<file path="src/rtl/carbon_uart_pkg.sv">
// Shared UART definitions for CarbonIO serial blocks.
// Holds the receiver state encoding, data width and default bit period.
package carbon_uart_pkg;

   localparam int CARBON_UART_DATA_BITS    = 8;
   localparam int CARBON_UART_CLKS_PER_BIT = 868;

   typedef enum logic [2:0] {
      IDLE,
      START,
      DATA,
      PARITY,
      STOP,
      BREAK
   } uart_rx_state_e;

endpackage

</file>
<file path="src/rtl/carbon_uart_rx_fifo.sv">
// Received-byte buffer: sync FIFO with valid/ready pop side.
// Ports: push_i/data_i write side, valid_o/data_o/ready_i read side,
//        overrun_o pulses when a push is refused because the FIFO is full.
module carbon_uart_rx_fifo #(
   parameter int DEPTH = 4,
   parameter int W     = 8
) (
   input  logic         clk,
   input  logic         rst_n,
   input  logic         push_i,
   input  logic [W-1:0] data_i,
   output logic         valid_o,
   output logic [W-1:0] data_o,
   input  logic         ready_i,
   output logic         overrun_o
);

   localparam int AW = $clog2(DEPTH);
   localparam int CW = AW + 1;

   logic [W-1:0]  mem_q [DEPTH];
   logic [AW-1:0] wr_q;
   logic [AW-1:0] rd_q;
   logic [CW-1:0] cnt_q;
   logic          ovr_q;
   logic          full;
   logic          empty;
   logic          pop;
   logic          push_ok;

   assign full    = (cnt_q == CW'(DEPTH));
   assign empty   = (cnt_q == '0);
   assign pop     = ready_i && !empty;
   // a same-cycle pop frees the slot the push needs
   assign push_ok = push_i && (!full || pop);

   always_ff @(posedge clk) begin
      if (!rst_n) begin
         wr_q  <= '0;
         rd_q  <= '0;
         cnt_q <= '0;
         ovr_q <= 1'b0;
      end else begin
         if (push_ok) wr_q <= wr_q + AW'(1);
         if (pop)     rd_q <= rd_q + AW'(1);
         cnt_q <= cnt_q + CW'(push_ok) - CW'(pop);
         ovr_q <= push_i && !push_ok;
      end
   end

   always_ff @(posedge clk) begin
      if (push_ok) mem_q[wr_q] <= data_i;
   end

   assign valid_o   = !empty;
   assign data_o    = empty ? '0 : mem_q[rd_q];
   assign overrun_o = ovr_q;

endmodule

</file>
<file path="src/rtl/carbon_uart_rx.sv">
// UART receiver (8N1, optional even parity via CARBON_UART_RX_PARITY_EN).
// Ports: clk, rst_n, rx_i serial in; rx_valid/rx_data/rx_ready byte stream;
//        overrun, frame_err, parity_err one-cycle error pulses.
module carbon_uart_rx
   import carbon_uart_pkg::*;
#(
   parameter int CLKS_PER_BIT = CARBON_UART_CLKS_PER_BIT,
   parameter int FIFO_DEPTH   = 4
) (
   input  logic       clk,
   input  logic       rst_n,
   input  logic       rx_i,
   output logic       rx_valid,
   output logic [7:0] rx_data,
   input  logic       rx_ready,
   output logic       overrun,
   output logic       frame_err,
   output logic       parity_err
);

   localparam int DW = CARBON_UART_DATA_BITS;
   localparam int IW = $clog2(DW);
   localparam int CW = $clog2(CLKS_PER_BIT);
   localparam logic [CW-1:0] HALF_M1 = CW'(CLKS_PER_BIT / 2 - 1);
   localparam logic [CW-1:0] LAST    = CW'(CLKS_PER_BIT - 1);

   uart_rx_state_e state_q;
   logic          s1_q;
   logic          s2_q;
   logic          rxs;
   logic [CW-1:0] cnt_q;
   logic [IW-1:0] idx_q;
   logic [DW-1:0] sh_q;
   logic          push_q;
   logic          fe_q;
`ifdef CARBON_UART_RX_PARITY_EN
   logic          bad_q;
   logic          pe_q;
`endif

   assign rxs = s2_q;

   always_ff @(posedge clk) begin
      if (!rst_n) begin
         state_q <= IDLE;
         s1_q    <= 1'b1;
         s2_q    <= 1'b1;
         cnt_q   <= '0;
         idx_q   <= '0;
         sh_q    <= '0;
         push_q  <= 1'b0;
         fe_q    <= 1'b0;
`ifdef CARBON_UART_RX_PARITY_EN
         bad_q   <= 1'b0;
         pe_q    <= 1'b0;
`endif
      end else begin
         s1_q   <= rx_i;
         s2_q   <= s1_q;
         push_q <= 1'b0;
         fe_q   <= 1'b0;
`ifdef CARBON_UART_RX_PARITY_EN
         pe_q   <= 1'b0;
`endif
         unique case (state_q)
            IDLE: begin
               if (!rxs) begin
                  state_q <= START;
                  cnt_q   <= '0;
               end
            end
            START: begin
               // re-check mid start bit to reject short glitches
               if (cnt_q == HALF_M1) begin
                  cnt_q   <= '0;
                  idx_q   <= '0;
                  state_q <= rxs ? IDLE : DATA;
               end else begin
                  cnt_q <= cnt_q + CW'(1);
               end
            end
            DATA: begin
               if (cnt_q == LAST) begin
                  cnt_q <= '0;
                  sh_q  <= {rxs, sh_q[DW-1:1]};
                  idx_q <= idx_q + IW'(1);
                  if (idx_q == IW'(DW - 1)) begin
`ifdef CARBON_UART_RX_PARITY_EN
                     state_q <= PARITY;
`else
                     state_q <= STOP;
`endif
                  end
               end else begin
                  cnt_q <= cnt_q + CW'(1);
               end
            end
`ifdef CARBON_UART_RX_PARITY_EN
            PARITY: begin
               if (cnt_q == LAST) begin
                  cnt_q   <= '0;
                  bad_q   <= ^{sh_q, rxs};
                  state_q <= STOP;
               end else begin
                  cnt_q <= cnt_q + CW'(1);
               end
            end
`endif
            STOP: begin
               if (cnt_q == LAST) begin
                  cnt_q <= '0;
                  if (!rxs) begin
                     fe_q    <= 1'b1;
                     state_q <= BREAK;
                  end else begin
`ifdef CARBON_UART_RX_PARITY_EN
                     if (bad_q) pe_q   <= 1'b1;
                     else       push_q <= 1'b1;
`else
                     push_q <= 1'b1;
`endif
                     state_q <= IDLE;
                  end
               end else begin
                  cnt_q <= cnt_q + CW'(1);
               end
            end
            BREAK: begin
               // one frame_err per low period, then resync on idle
               if (rxs) state_q <= IDLE;
            end
            default: state_q <= IDLE;
         endcase
      end
   end

`ifdef CARBON_UART_RX_PARITY_EN
   assign parity_err = pe_q;
`else
   assign parity_err = 1'b0;
`endif
   assign frame_err = fe_q;

   carbon_uart_rx_fifo #(
      .DEPTH (FIFO_DEPTH),
      .W     (DW)
   ) u_fifo (
      .clk       (clk),
      .rst_n     (rst_n),
      .push_i    (push_q),
      .data_i    (sh_q),
      .valid_o   (rx_valid),
      .data_o    (rx_data),
      .ready_i   (rx_ready),
      .overrun_o (overrun)
   );

endmodule

</file>
<file path="config.mk">
export PLATFORM = sky130hd
export DESIGN_NAME = carbon_uart_rx
export DESIGN_NICKNAME = d
export VERILOG_FILES = /design/src/rtl/carbon_uart_pkg.sv /design/src/rtl/carbon_uart_rx_fifo.sv /design/src/rtl/carbon_uart_rx.sv
export SDC_FILE = /design/constraint.sdc
export NUM_CORES = 1
export LEC_CHECK = 0
export CORE_AREA = 3 3 78 87
export CTS_CLUSTER_DIAMETER = 200
export CTS_CLUSTER_SIZE = 30
export DETAILED_ROUTE_END_ITERATION = 8
export DIE_AREA = 0 0 81 90
export PLACE_DENSITY = 0.73
export SLEW_MARGIN = 20
export SYNTH_ARGS = -nofsm -noshare
export SYNTH_HDL_FRONTEND = slang
export SYNTH_SLANG_ARGS = --single-unit
</file>
<file path="constraint.sdc">
create_clock -name clk -period 2.2 [get_ports clk]
set_input_delay 0.66 -clock clk [delete_from_list [all_inputs] [get_ports clk]]
set_output_delay 0.66 -clock clk [all_outputs]
set_load 0.01 [all_outputs]
</file>
==> impl_metrics.tcl, run 1 <==
set metrics [dict create \
    port_buffers 14 \
    cp_slowest_cell "mux4_2" \
    multi_input_area_sq_um 1370 \
    final.min_clock_period_ns 2.24 \
    drive_gt1_share_pct 23.5 \
    drcViolationCount 0 \
    final_area_sq_um 3680 \
    synth_seq_cells 70 \
    antenna_found_initial 0 \
    ys.warnings.count 0 \
    utilization_pct 62.6 \
    status "complete, but fails checks" \
    start_util_pct 53.6 \
    report.final.hold_viol_count 0 \
    end_kind "primary output" \
    grtUsageTotal_pct 16.3 \
    design_power_total_mw 3.47 \
    die_w_microns 81 \
    ctsHtreeMaxLevel 3 \
    synth_ff_type "dfxtp_1" \
    peakVddDrop_mv 0.611 \
    drtAntennaViolNets 0 \
    die_h_microns 90 \
    core_sq_um 5880 \
    cts_root_buf "clkbuf_8" \
    postCtsSetupBuffers 0 \
    clockBufferDepth 2 \
    cp_num_buf_inv 2 \
    nets 303 \
    maxSlewViolCount 0 \
    worstSetupPathType "reg2out" \
    r2r_slack_ns 0.09 \
    post-dp-hpwl_microns 3570 \
    clk_latency_ns 0.34 \
    hold_class "reg2reg" \
    fin_ws_ns -0.0396 \
    synthArstFlopShare_pct 0 \
    ys_types 53 \
    max_freq_mhz 447 \
    syn_avg_cell_area_sq_um 11.8 \
    use_met2_pct 26.1 \
    antenna-diode-count 0 \
    syn_inst 266 \
    period_share_pct 102 \
    crit_path_max_incr_delay_ns 0.49 \
    setup_tns_ns -0.235 \
    rsz0062_at_grt "yes" \
    tritoncts "yes" \
    cap_violations 0 \
    seq_area_frac_synth_pct 54.6 \
    io_pins 16 \
    via_per_inst 5.36 \
    cp.required_ns 1.54 \
    cts_num_sinks 70 \
    violations "setup timing" \
    seq_area_sq_um 1730 \
    netlist_area_sq_um 3150 \
    grt_pass1_wl_microns 9220 \
    leakage_nw 1.35 \
    worst-path-max-fanout 8 \
    drt-pass1-iter-count 5 \
    vias 1985 \
    setup_viol 8 \
    cts_buffers 9 \
    hold-worst-slack_ns 0.410 \
    path_clk_slew_ns 0.07 \
    syn2layout_area_growth_pct 16.7 \
    drtIter0Drc 108 \
    cp_cell_sequence "buf_12 -> mux4_2 -> and2_1 -> buf_2" \
    rows 29 \
    synth_nets 281 \
    grt_max_degree 28 \
    crit_arrival_ns 1.58 \
    grt_pass1_vias 2009 \
    overflow 0 \
    top_usage_layer "met2" \
    dieArea_sq_um 7290 \
    placed_cell_area_sq_um 3450 \
    grt_use_met1_pct 19.3 \
    synth-edff-count 32 \
    holdBufCountCts 0 \
    cp-start-kind "flip-flop" \
    fillCellCount 469 \
    gp_congestion 0.811 \
    grtUsageMet3_pct 5.20 \
    powerDensity_nw_per_um2 943 \
    crit_family "multiplexers" \
    skew_ns 0.00569 \
    routed_wl_microns 5200 \
    avgRoutedWirePerCell_microns 14.0 \
]
-- layout by cell type, fill, tap and decap left out, types with 3 or more instances in the layout --
cell type         n
nor3_1            5
buf_2             5
a21oi_1           6
inv_2             3
clkinvlp_4        4
buf_6             4
a31oi_1           5
inv_1             7
nand2_1          21
nand2b_1          4
edfxtp_1         32
xnor2_1           4
and3_1            3
nor2_1           25
buf_4             7
nand3_1          12
and2_4            4
mux2i_1          11
nor4_1            3
nand4_1           6
clkdlybuf4s50_1   4
dfxtp_2           3
dfxtp_1          35
mux4_2            8
clkbuf_8          9
and2_1           10
ha_1              8
-- cell usage after synthesis, types with 2 or more instances --
| cell | count | area (sq um) |
|---|---|---|
| inv_1 | 9 | 33.8 |
| a31oi_1 | 5 | 31.3 |
| and3_1 | 3 | 18.8 |
| nand3b_1 | 2 | 15.0 |
| buf_2 | 3 | 15.0 |
| and2_1 | 14 | 87.6 |
| buf_4 | 3 | 22.5 |
| edfxtp_1 | 32 | 961 |
| nor3_1 | 5 | 25.0 |
| nand3_1 | 12 | 60.1 |
| nand4b_1 | 2 | 17.5 |
| o211ai_1 | 2 | 15.0 |
| mux2i_1 | 11 | 110 |
| nand2_1 | 21 | 78.8 |
| or2_1 | 2 | 12.5 |
| nand4_1 | 6 | 37.5 |
| xnor2_1 | 4 | 35.0 |
| ha_1 | 10 | 125 |
| dfxtp_1 | 38 | 761 |
| o311ai_1 | 2 | 17.5 |
| nor2_1 | 25 | 93.8 |
| clkbuf_1 | 5 | 18.8 |
| nor4_1 | 3 | 18.8 |
| a21oi_2 | 2 | 17.5 |
| xor2_1 | 2 | 17.5 |
| mux4_2 | 8 | 180 |
| nand2b_1 | 4 | 25.0 |
| a21oi_1 | 6 | 30.0 |
-- power by group --
part           internal (mW)  leakage (nW)  switching (mW)
Sequential              1.41         0.605          0.0529
Combinational          0.528         0.651           0.364
Clock                  0.639        0.0977           0.477
Total                   2.58          1.35           0.894
-- layout make-up --
cell class | count | area share, %
clock inverter | 7 | 2.69
sequential | 70 | 46.9
clock buffer | 9 | 3.37
timing repair buffer | 24 | 6.12
multi-input combinational | 173 | 37.3
inverter | 10 | 1.02
tap | 77 | 2.62
-- cells by family after synthesis --
group           after synthesis  share of synthesized area [%]
simple gates                107                           19.0
compound gates               29                           7.34
flops                        70                           54.6
buf+inv                      23                           3.45
fa+ha+maj                    11                           4.61
xor+xnor                      6                           1.67
mux                          19                           9.21
other cells                   1                          0.119
-- repair_timing --
action                                  4_1_cts  5_1_grt
gates cloned                                  0        0
endpoints found under the setup margin        9       11
pin swaps                                     8        1
gates resized for setup                      35       10
-- sequential cells by signal, summed over array words and instances (netlist names), named ones only --
register	cells
s1_q	1
rxs	1
cnt_q	10
state_q	3
u_fifo.rd_q	2
push_q	1
u_fifo.mem_q	32
sh_q	8
u_fifo.cnt_q	3
u_fifo.overrun_o	1
u_fifo.wr_q	2
frame_err	1
idx_q	3
-- routing by layer --
metal / up-vias / share of wire [%]
met5: - / 0
met4: 0 / 2.2
met3: 13 / 3.4
met2: 22 / 50
met1: 947 / 45
li1: 1003 / -
-- worst paths after layout --
check | from | to | depth (start not counted)
setup reg to reg | u_fifo.cnt_q[2] | u_fifo.cnt_q[2] | 10
setup / recovery | flip-flop | rx_data[7] | 4
hold / removal | s1_q | rxs | 1
hold reg to reg | s1_q | rxs | 1
-- metrics by stage --
step	worst slack, ns	cells
after floorplan	-0.00293	266
after global placement	-0.311	354
after detailed placement	-0.357	354
after CTS	-0.0725	370
after global routing	-0.102	370
final	-0.0396	370
Note: power is estimated with default switching activity, not from simulation.
==> run 2: changes to the inputs <==
Settings changed: CORE_AREA 3 3 78 87 to 3 3 83 92, DIE_AREA 0 0 81 90 to 0 0 86 95, PLACE_DENSITY 0.73 to 0.66.
==> impl_metrics.tcl, run 2 (same netlist as run 1, synthesis figures left out) <==
set metrics [dict create \
    status "complete, but fails checks" \
    violations "setup timing" \
    internal-power_mw 2.78 \
    antenna-diode-count 0 \
    via_per_inst 5.39 \
    netSwitchingPower_mw 0.932 \
    skew_ns 0.00834 \
    avgRoutedWirePerCell_microns 14.3 \
    cts_buffers 9 \
    grt_max_degree 16 \
    pwr-share-seq_pct 39.6 \
    powerDensity_nw_per_um2 981 \
    drtIter0Drc 129 \
    path_clk_slew_ns 0.07 \
    final_common_cell "dfxtp_1" \
    final_area_sq_um 3780 \
    hold_class "reg2reg" \
    largest_reg_flops 32 \
    design_power_total_mw 3.71 \
    ctsHtreeMaxLevel 3 \
    holdBufCountCts 0 \
    die_h_microns 95 \
    grt_pass1_wl_microns 9630 \
    cp_slowest_cell "mux4_2" \
    drcViolationCount 0 \
    maxSlewViolCount 0 \
    report.final.hold_viol_count 0 \
    clk_latency_ns 0.33 \
    peakVddDrop_mv 0.565 \
    cts_root_buf "clkbuf_8" \
    crit_arrival_ns 1.63 \
    final.min_clock_period_ns 2.29 \
    crit_path_max_incr_delay_ns 0.46 \
    post-dp-hpwl_microns 3720 \
    max_freq_mhz 436 \
    cp.required_ns 1.54 \
    hold-worst-slack_ns 0.416 \
    cp_cell_sequence "buf_12 -> buf_6 -> mux4_2 -> and2_1 -> buf_2" \
    reg_top3 "u_fifo.mem_q (32), cnt_q (10), sh_q (8)" \
    syn2layout_area_growth_pct 19.9 \
    grt_pass1_vias 2022 \
    leakage_nw 1.41 \
    start_util_pct 47.0 \
    worst-path-max-fanout 8 \
    worstSetupPathType "reg2out" \
    end_kind "primary output" \
    rsz0062_at_grt "yes" \
    dieArea_sq_um 8170 \
    clockBufferDepth 2 \
    drt-pass1-iter-count 4 \
    placed_cell_area_sq_um 3480 \
    nets 309 \
    port_buffers 14 \
    rows 31 \
    routed_wl_microns 5460 \
    grtUsageTotal_pct 15.1 \
    mostFrequentLayoutCells "dfxtp_1, edfxtp_1, nor2_1" \
    cp-start-kind "flip-flop" \
    cts_num_sinks 70 \
    switching_share_pct 25.1 \
    fin_ws_ns -0.0913 \
    drtAntennaViolNets 0 \
    drive_gt1_share_pct 26.4 \
    antenna_found_initial 0 \
    period_share_pct 104 \
    io_pins 16 \
    cap_violations 0 \
    regMostFlops "u_fifo.mem_q" \
    die_w_microns 86 \
    gp_congestion 0.735 \
    vias 2053 \
    overflow 0 \
    tritoncts "yes" \
    utilization_pct 56.3 \
    setup_viol 8 \
    clkPwrFrac_pct 33.5 \
    core_sq_um 6710 \
    p_comb_share_pct 27.0 \
]
==> run 2: cell types whose count changed in the layout (fill, tap and decap cells not counted), moves of 2 or more <==
cell / previous run / this run
clkinvlp_4: 4 / 1
and2_1: 10 / 8
buf_4: 7 / 11
buf_6: 4 / 8
buf_2: 5 / 3
and2_4: 4 / 6
==> run 2: final cells by class <==
type                    count  area [sq um]
repair buffers             30           285
clock buffers               9           124
multi-input cells         173          1380
clock inverters             7           120
flip-flops and latches     70          1730
well taps                  82           103
fillers                   569          2930
inverters                  10          37.5
==> run 2: final timing paths <==
path	startpoint	end	slack, ns	depth (start not counted)
hold reg to reg	s1_q	rxs	0.42	1
setup / recovery	flip-flop	rx_data[0]	-0.09	5
setup reg to reg	u_fifo.cnt_q[2]	u_fifo.cnt_q[2]	0.07	10
hold / removal	s1_q	rxs	0.42	1
==> run 2: timing repair <==
item	CTS	global route
gates cloned	0	0
setup endpoints to repair	10	10
gates resized for setup	37	17
pin swaps	7	4
endpoints found under the hold margin	0	0
setup buffers	3	0
==> run 2: power by group through the flow <==
stage	logic, mW	clock network (mW)	registers, mW
2_1_floorplan	0.566	0	1.47
3_3_place_gp	0.886	0	1.48
3_5_place_dp	0.898	0	1.49
4_1_cts	0.868	1.28	1.46
5_1_grt	1.10	1.34	1.48
6_report	1.00	1.24	1.47
==> run 2: through the flow <==
stage,std cells,TNS [ns],setup slack [ns]
floorplan,266,-0.00293,-0.00293
global placement,362,-6.76,-0.304
detailed placement,362,-9.94,-0.389
CTS,381,-0.637,-0.137
global route,381,-1.03,-0.188
finish,381,-0.347,-0.0913
==> run 2: metal layers <==
layer	share of wire, %	track usage (%)	wire, microns	up-vias
met5	0	0	0	-
met4	0.97	5.15	53	0
met3	3.1	4.54	167	4
met2	52	24.8	2830	33
met1	44	18.8	2410	999
li1	-	-	-	1017
==> run 2: critical path, delay by kind of cell (launching register included) <==
family / cells / cell delay [ns]
buf+inv: 3 / 0.35
mux: 1 / 0.46
simple gates: 1 / 0.14
flops: 1 / 0.34
==> variant 1 (settings of run 1) <==
The 6 states of `uart_rx_state_e` get a one-hot encoding in 6 bits.
--- a/src/rtl/carbon_uart_pkg.sv
+++ b/src/rtl/carbon_uart_pkg.sv
@@ -7,9 +7,9 @@
 
-   typedef enum logic [2:0] {
-      IDLE,
-      START,
-      DATA,
-      PARITY,
-      STOP,
-      BREAK
+   typedef enum logic [5:0] {
+      IDLE   = 6'b000001,
+      START  = 6'b000010,
+      DATA   = 6'b000100,
+      PARITY = 6'b001000,
+      STOP   = 6'b010000,
+      BREAK  = 6'b100000
    } uart_rx_state_e;
Function: no difference found for any inputs over 10 cycles, from zero or initial values and one cycle with rst_n low; not proved beyond that.
==> variant 1 against run 1 <==
- the flow still finishes with violations (negative setup slack)
- clock power down 14%
- critical path type unchanged
- die area unchanged
- routed wire length up 0.83%
- power up 1.1%
- setup slack better by 0.029 ns
- sequential cell count up 2
- synthesized area up 4.6%
- combinational power up 15%
- clock skew up 0.0018 ns
- global-route usage up 0.24 points
- design area up 3.0%
==> variant 1: results (changes against run 1) <==
** Outcome
- Status: finished with violations (unchanged).
- Violated checks :: negative setup slack (unchanged)

** Routing
- The wire length on met3 was 146 µm (was 175 µm).
- Routed length per placed instance :: 13.6 µm (was 14.0 µm)
- The total met2 wirelength after detailed routing is 2640 µm (was 2580 µm).
- Number of detailed-routing iterations run before antenna repair :: 4 (was 5)
- The initial DRC count came to 84 (was 108).
- The wire length on met1 is 2310 µm (was 2320 µm).
- The total wirelength of the detailed-routed design came to 5240 µm (was 5200 µm).
- The via count normalized by instance count is 5.45 (was 5.36).

** Finish
- Final standard cell area without fillers :: 3790 µm² (was 3680 µm²)
- Layout cells sized above 1 :: 0.224 (was 0.235)

** GRT
- Overall Global Routing Usage :: 0.165 (was 0.163)
- The met1 global-route usage came to 0.201 (was 0.193).
- Global-route wire length before repair :: 9380 µm (was 9220 µm)
- Number of global-route vias before repair :: 2083 (was 2009)
- Pin count of the biggest net entering global routing :: 16 (was 28)
- The fraction of met2 tracks used by global routing is 0.268 (was 0.261).

** STA
- Final worst setup slack :: -0.0108 ns (was -0.0396 ns)
- Number of endpoints failing setup at the final stage :: 8 (unchanged)
- Post-route setup TNS :: -0.0590 ns (was -0.235 ns)
- Fin Clk Skew :: 0.00745 ns (was 0.00569 ns)

** Placement
- The half-perimeter wire length after placement is 3860 µm (was 3570 µm).
- The worst slack at placement was -0.361 ns (was -0.357 ns).
- Placed instance count :: 369 (was 354)

** Logic synthesis
- The share of the yosys chip area belonging to registers was 0.534 (was 0.546).
- Adder-Cell Fraction of Synth Area :: 0.0440 (was 0.0461)
- The compound-gate portion of the synthesized area came to 0.0600 (was 0.0734).
- Synth Net Count :: 298 (was 281)
- The mux contribution to synthesized area is 0.0941 (was 0.0921).
- Largest cells by area after synthesis :: edfxtp_1 (29%), dfxtp_1 (24%), mux4_2 (5.5%) (was edfxtp_1 (30%), dfxtp_1 (24%), mux4_2 (5.7%))

** Pwr
- The leakage power of the design was 1.40 nW (was 1.35 nW).
[variant 1: cell count changes in the layout (fill, tap and decap cells not counted), moves of 4 or more]
cell / before / now
and3_1: 3 / 11
nand2_1: 21 / 14
nor2_1: 25 / 32
nor3_1: 5 / 1
[variant 1: critical path, delay by kind of cell, from the launching register on]
kind | cells | cell delay, ns
mux | 1 | 0.48
simple gates | 1 | 0.14
flops | 1 | 0.34
buf+inv | 2 | 0.26
[variant 1: cell families after synthesis]
logic type,after synthesis
and+or+nand+nor,119
DFF,72
buffers and inverters,28
AOI/OAI and AO/OA,24
muxes,21
adders and majority gates,11
xor gates and xnor gates,7
other,1
[variant 1: where the power goes]
part,internal (mW),switching (mW)
clock,0.511,0.454
combinational,0.615,0.419
sequential,1.45,0.0589
total,2.58,0.931
[variant 1: final timing paths]
| path | end | cells past startpoint | startpoint | slack (ns) |
|---|---|---|---|---|
| worst max register to register | u_fifo.cnt_q[2]$_SDFF_PN0_ | 10 | u_fifo.cnt_q[2]$_SDFF_PN0_ | 0.10 |
| worst min register to register | rxs$_SDFF_PN1_ | 1 | s1_q$_SDFF_PN1_ | 0.41 |
| worst min-delay path | rxs$_SDFF_PN1_ | 1 | s1_q$_SDFF_PN1_ | 0.41 |
| worst max-delay path | rx_data[4] | 4 | flip-flop | -0.01 |
[variant 1: final cells by class]
cell class / count / share of cell area
multi-input cells: 183 / 0.382
flip-flops and latches: 72 / 0.466
clock buffers: 9 / 0.0327
inverters: 11 / 0.0109
repair buffers: 26 / 0.0664
clock inverters: 7 / 0.0165
well taps: 77 / 0.0254
[variant 1: repair_timing]
item / CTS / global route
endpoints found under the setup margin: 9 / 25
hold endpoints to repair: 0 / 0
hold buffers: 0 / 0
resized for setup: 37 / 11
pin swaps: 8 / 0
==> variant 2 (settings of run 1) <==
Without the edit above. Add a define of `CARBON_UART_RX_PARITY_EN`.
--- a/src/rtl/carbon_uart_rx.sv
+++ b/src/rtl/carbon_uart_rx.sv
@@ -3,2 +3,4 @@
 //        overrun, frame_err, parity_err one-cycle error pulses.
+`define CARBON_UART_RX_PARITY_EN
+
 module carbon_uart_rx
Behaviour: no difference found for any inputs over 10 cycles, from zero or initial values and one cycle with rst_n low; that may be too few to reach the edited logic, so the function may still have changed.
==> variant 2 against run 1 <==
- the run still ends with negative setup slack left
- fmax shrank 0.77%
- design area grew 2.5%
- count of clock-buffer cells in the layout grew 2
- sequential cell count grew 2
- clock power shrank 13%
- die area is the same
- setup slack lost 0.017 ns
- sequential power grew 5%
- power grew 3.9%
- routed wire length grew 9.2%
- combinational power grew 22%
- synthesized area grew 3.0%
- worst hold slack lost 0.0018 ns
- critical endpoint is now rx_data[1]
- highest routed layer unchanged
==> variant 2: results (changes against run 1) <==
** Outcome
- Status :: finished with violations (unchanged)
- Violated checks :: negative setup slack (unchanged)

** Routing
- The initial DRC count is 59 (was 108).
- Vias per cell :: 5.41 (was 5.36)
- The total wirelength of the detailed-routed design is 5680 µm (was 5200 µm).
- Number of detailed-routing iterations run before antenna repair :: 4 (was 5)

** GRT
- Antenna violations before repair :: 0 (unchanged)
- Overall Global Routing Usage :: 0.179 (was 0.163)
- The via count of the first global-routing pass came to 2161 (was 2009).
- The largest net degree at the start of global routing was 18 (was 28).

** Logic synthesis
- Synth Net Count :: 307 (was 281)
- Largest cells by area after synthesis :: edfxtp_1 (30%), dfxtp_1 (25%), mux4_2 (5.5%) (was edfxtp_1 (30%), dfxtp_1 (24%), mux4_2 (5.7%))
- The count of unique library cells instantiated by Yosys came to 48 (was 53).
- The mux contribution to synthesized area is 0.0744 (was 0.0921).
- Adder-Cell Fraction of Synth Area :: 0.0447 (was 0.0461)
- The xor/xnor cell area share of the yosys netlist is 0.0420 (was 0.0167).
- The share of the yosys chip area belonging to registers was 0.543 (was 0.546).
- Leading cell types by count after synthesis: dfxtp_1 (40), edfxtp_1 (32), nand2_1 (28) (was dfxtp_1 (38), edfxtp_1 (32), nor2_1 (25)).
- Compound-Gate Fraction of Synth Area :: 0.0686 (was 0.0734)

** Pwr
- The worst-case vdd ir drop was 0.681 mV (was 0.611 mV).
- The clock share of power was 0.271 (was 0.322).
- The leakage power of the design is 1.37 nW (was 1.35 nW).
- Sequential logic power :: 1.53 mW (was 1.46 mW)
- The cell internal power dissipation came to 2.57 mW (was 2.58 mW).
- Final total power :: 3.60 mW (was 3.47 mW)

** STA
- The total negative setup slack is -0.371 ns (was -0.235 ns).
- Number of endpoints failing setup at the final stage :: 8 (unchanged)
- The minimum setup slack in the final design came to -0.0571 ns (was -0.0396 ns).
- The setup skew after layout came to 0.00555 ns (was 0.00569 ns).
- Final-layout worst hold slack :: 0.408 ns (was 0.410 ns)

** Finish
- Fin nets :: 333 (was 303)
- The layout cell share with drive strength beyond 1 is 0.186 (was 0.235).

** Placement
- The cell count after placement is 384 (was 354).
- The half-perimeter wire length after placement is 4060 µm (was 3570 µm).
- The placed instance area is 3590 µm² (was 3450 µm²).
- The last weighted congestion value of the routability-driven placer is 0.828 (was 0.811).
- The worst slack at placement is -0.382 ns (was -0.357 ns).
- Total of buffers placed on input and output ports :: 15 (was 14)

** Worst setup path
- The data arrival time at the worst-slack endpoint is 1.60 ns (was 1.58 ns).
- Critical register-to-register path startpoint :: u_fifo.cnt_q[0]$_SDFF_PN0_ (was u_fifo.cnt_q[2]$_SDFF_PN0_)
- Kind of cell adding the most delay to the critical path :: multiplexers (unchanged)

** Clock tree
- Clock buffers created by TritonCTS :: 9 (unchanged)
- Clock latency reported for the late side of the worst-skew pair :: 0.34 ns (about the same)
[variant 2: cell count changes in the layout (fill, tap and decap cells not counted), moves of 3 or more]
cell / change
a21oi_1: +11
nand2_1: +7
mux2i_1: -6
o21ai_0: +6
buf_4: +5
nand3_1: +5
nor2_1: -5
xnor2_1: +5
and2_1: +4
dfxtp_1: +4
clkinvlp_4: -3
nor3_1: -3
nor4_1: -3
[variant 2: routing by layer]
layer  up-vias  global-route usage  routed length (µm)
met3         6              0.0490                 163
met1      1037               0.217                2580
met2        25               0.299                2870
li1       1095                   -                   -
met4         0              0.0634                  60
met5         -                   0                   0
[variant 2: layout make-up]
cell class,count,area (µm²)
Clock buffer,11,131
Clock inverter,5,50.0
Fill cell,490,2110
Inverter,11,41.3
Multi-Input combinational cell,194,1430
Sequential cell,72,1760
Tap cell,77,96.3
Timing Repair Buffer,30,259
[variant 2: what timing repair did]
item	CTS	global route
endpoints found under the setup margin	10	10
pin swaps	8	2
resized for setup	38	3
[variant 2: worst max path at each step]
stage / start / end / slack (ns)
3_3_place_gp: rx_ready / u_fifo.cnt_q[2]$_SDFF_PN0_ / -0.30
2_1_floorplan: u_fifo.cnt_q[0]$_SDFF_PN0_ / u_fifo.cnt_q[2]$_SDFF_PN0_ / 0.005
6_report: flip-flop / rx_data[1] / -0.06
3_5_place_dp: rx_ready / u_fifo.cnt_q[2]$_SDFF_PN0_ / -0.38
4_1_cts: flip-flop / rx_data[2] / -0.08
5_1_grt: flip-flop / rx_data[2] / -0.11
[variant 2: worst reg2reg max path, delay by kind of cell, from the launching register on]
kind,cells,cell delay (ns)
flip-flops,1,0.33
buffers and inverters,2,0.10
XOR/XNOR,2,0.29
adder cells (fa/ha/maj),3,0.68
AND/OR/NAND/NOR,3,0.61
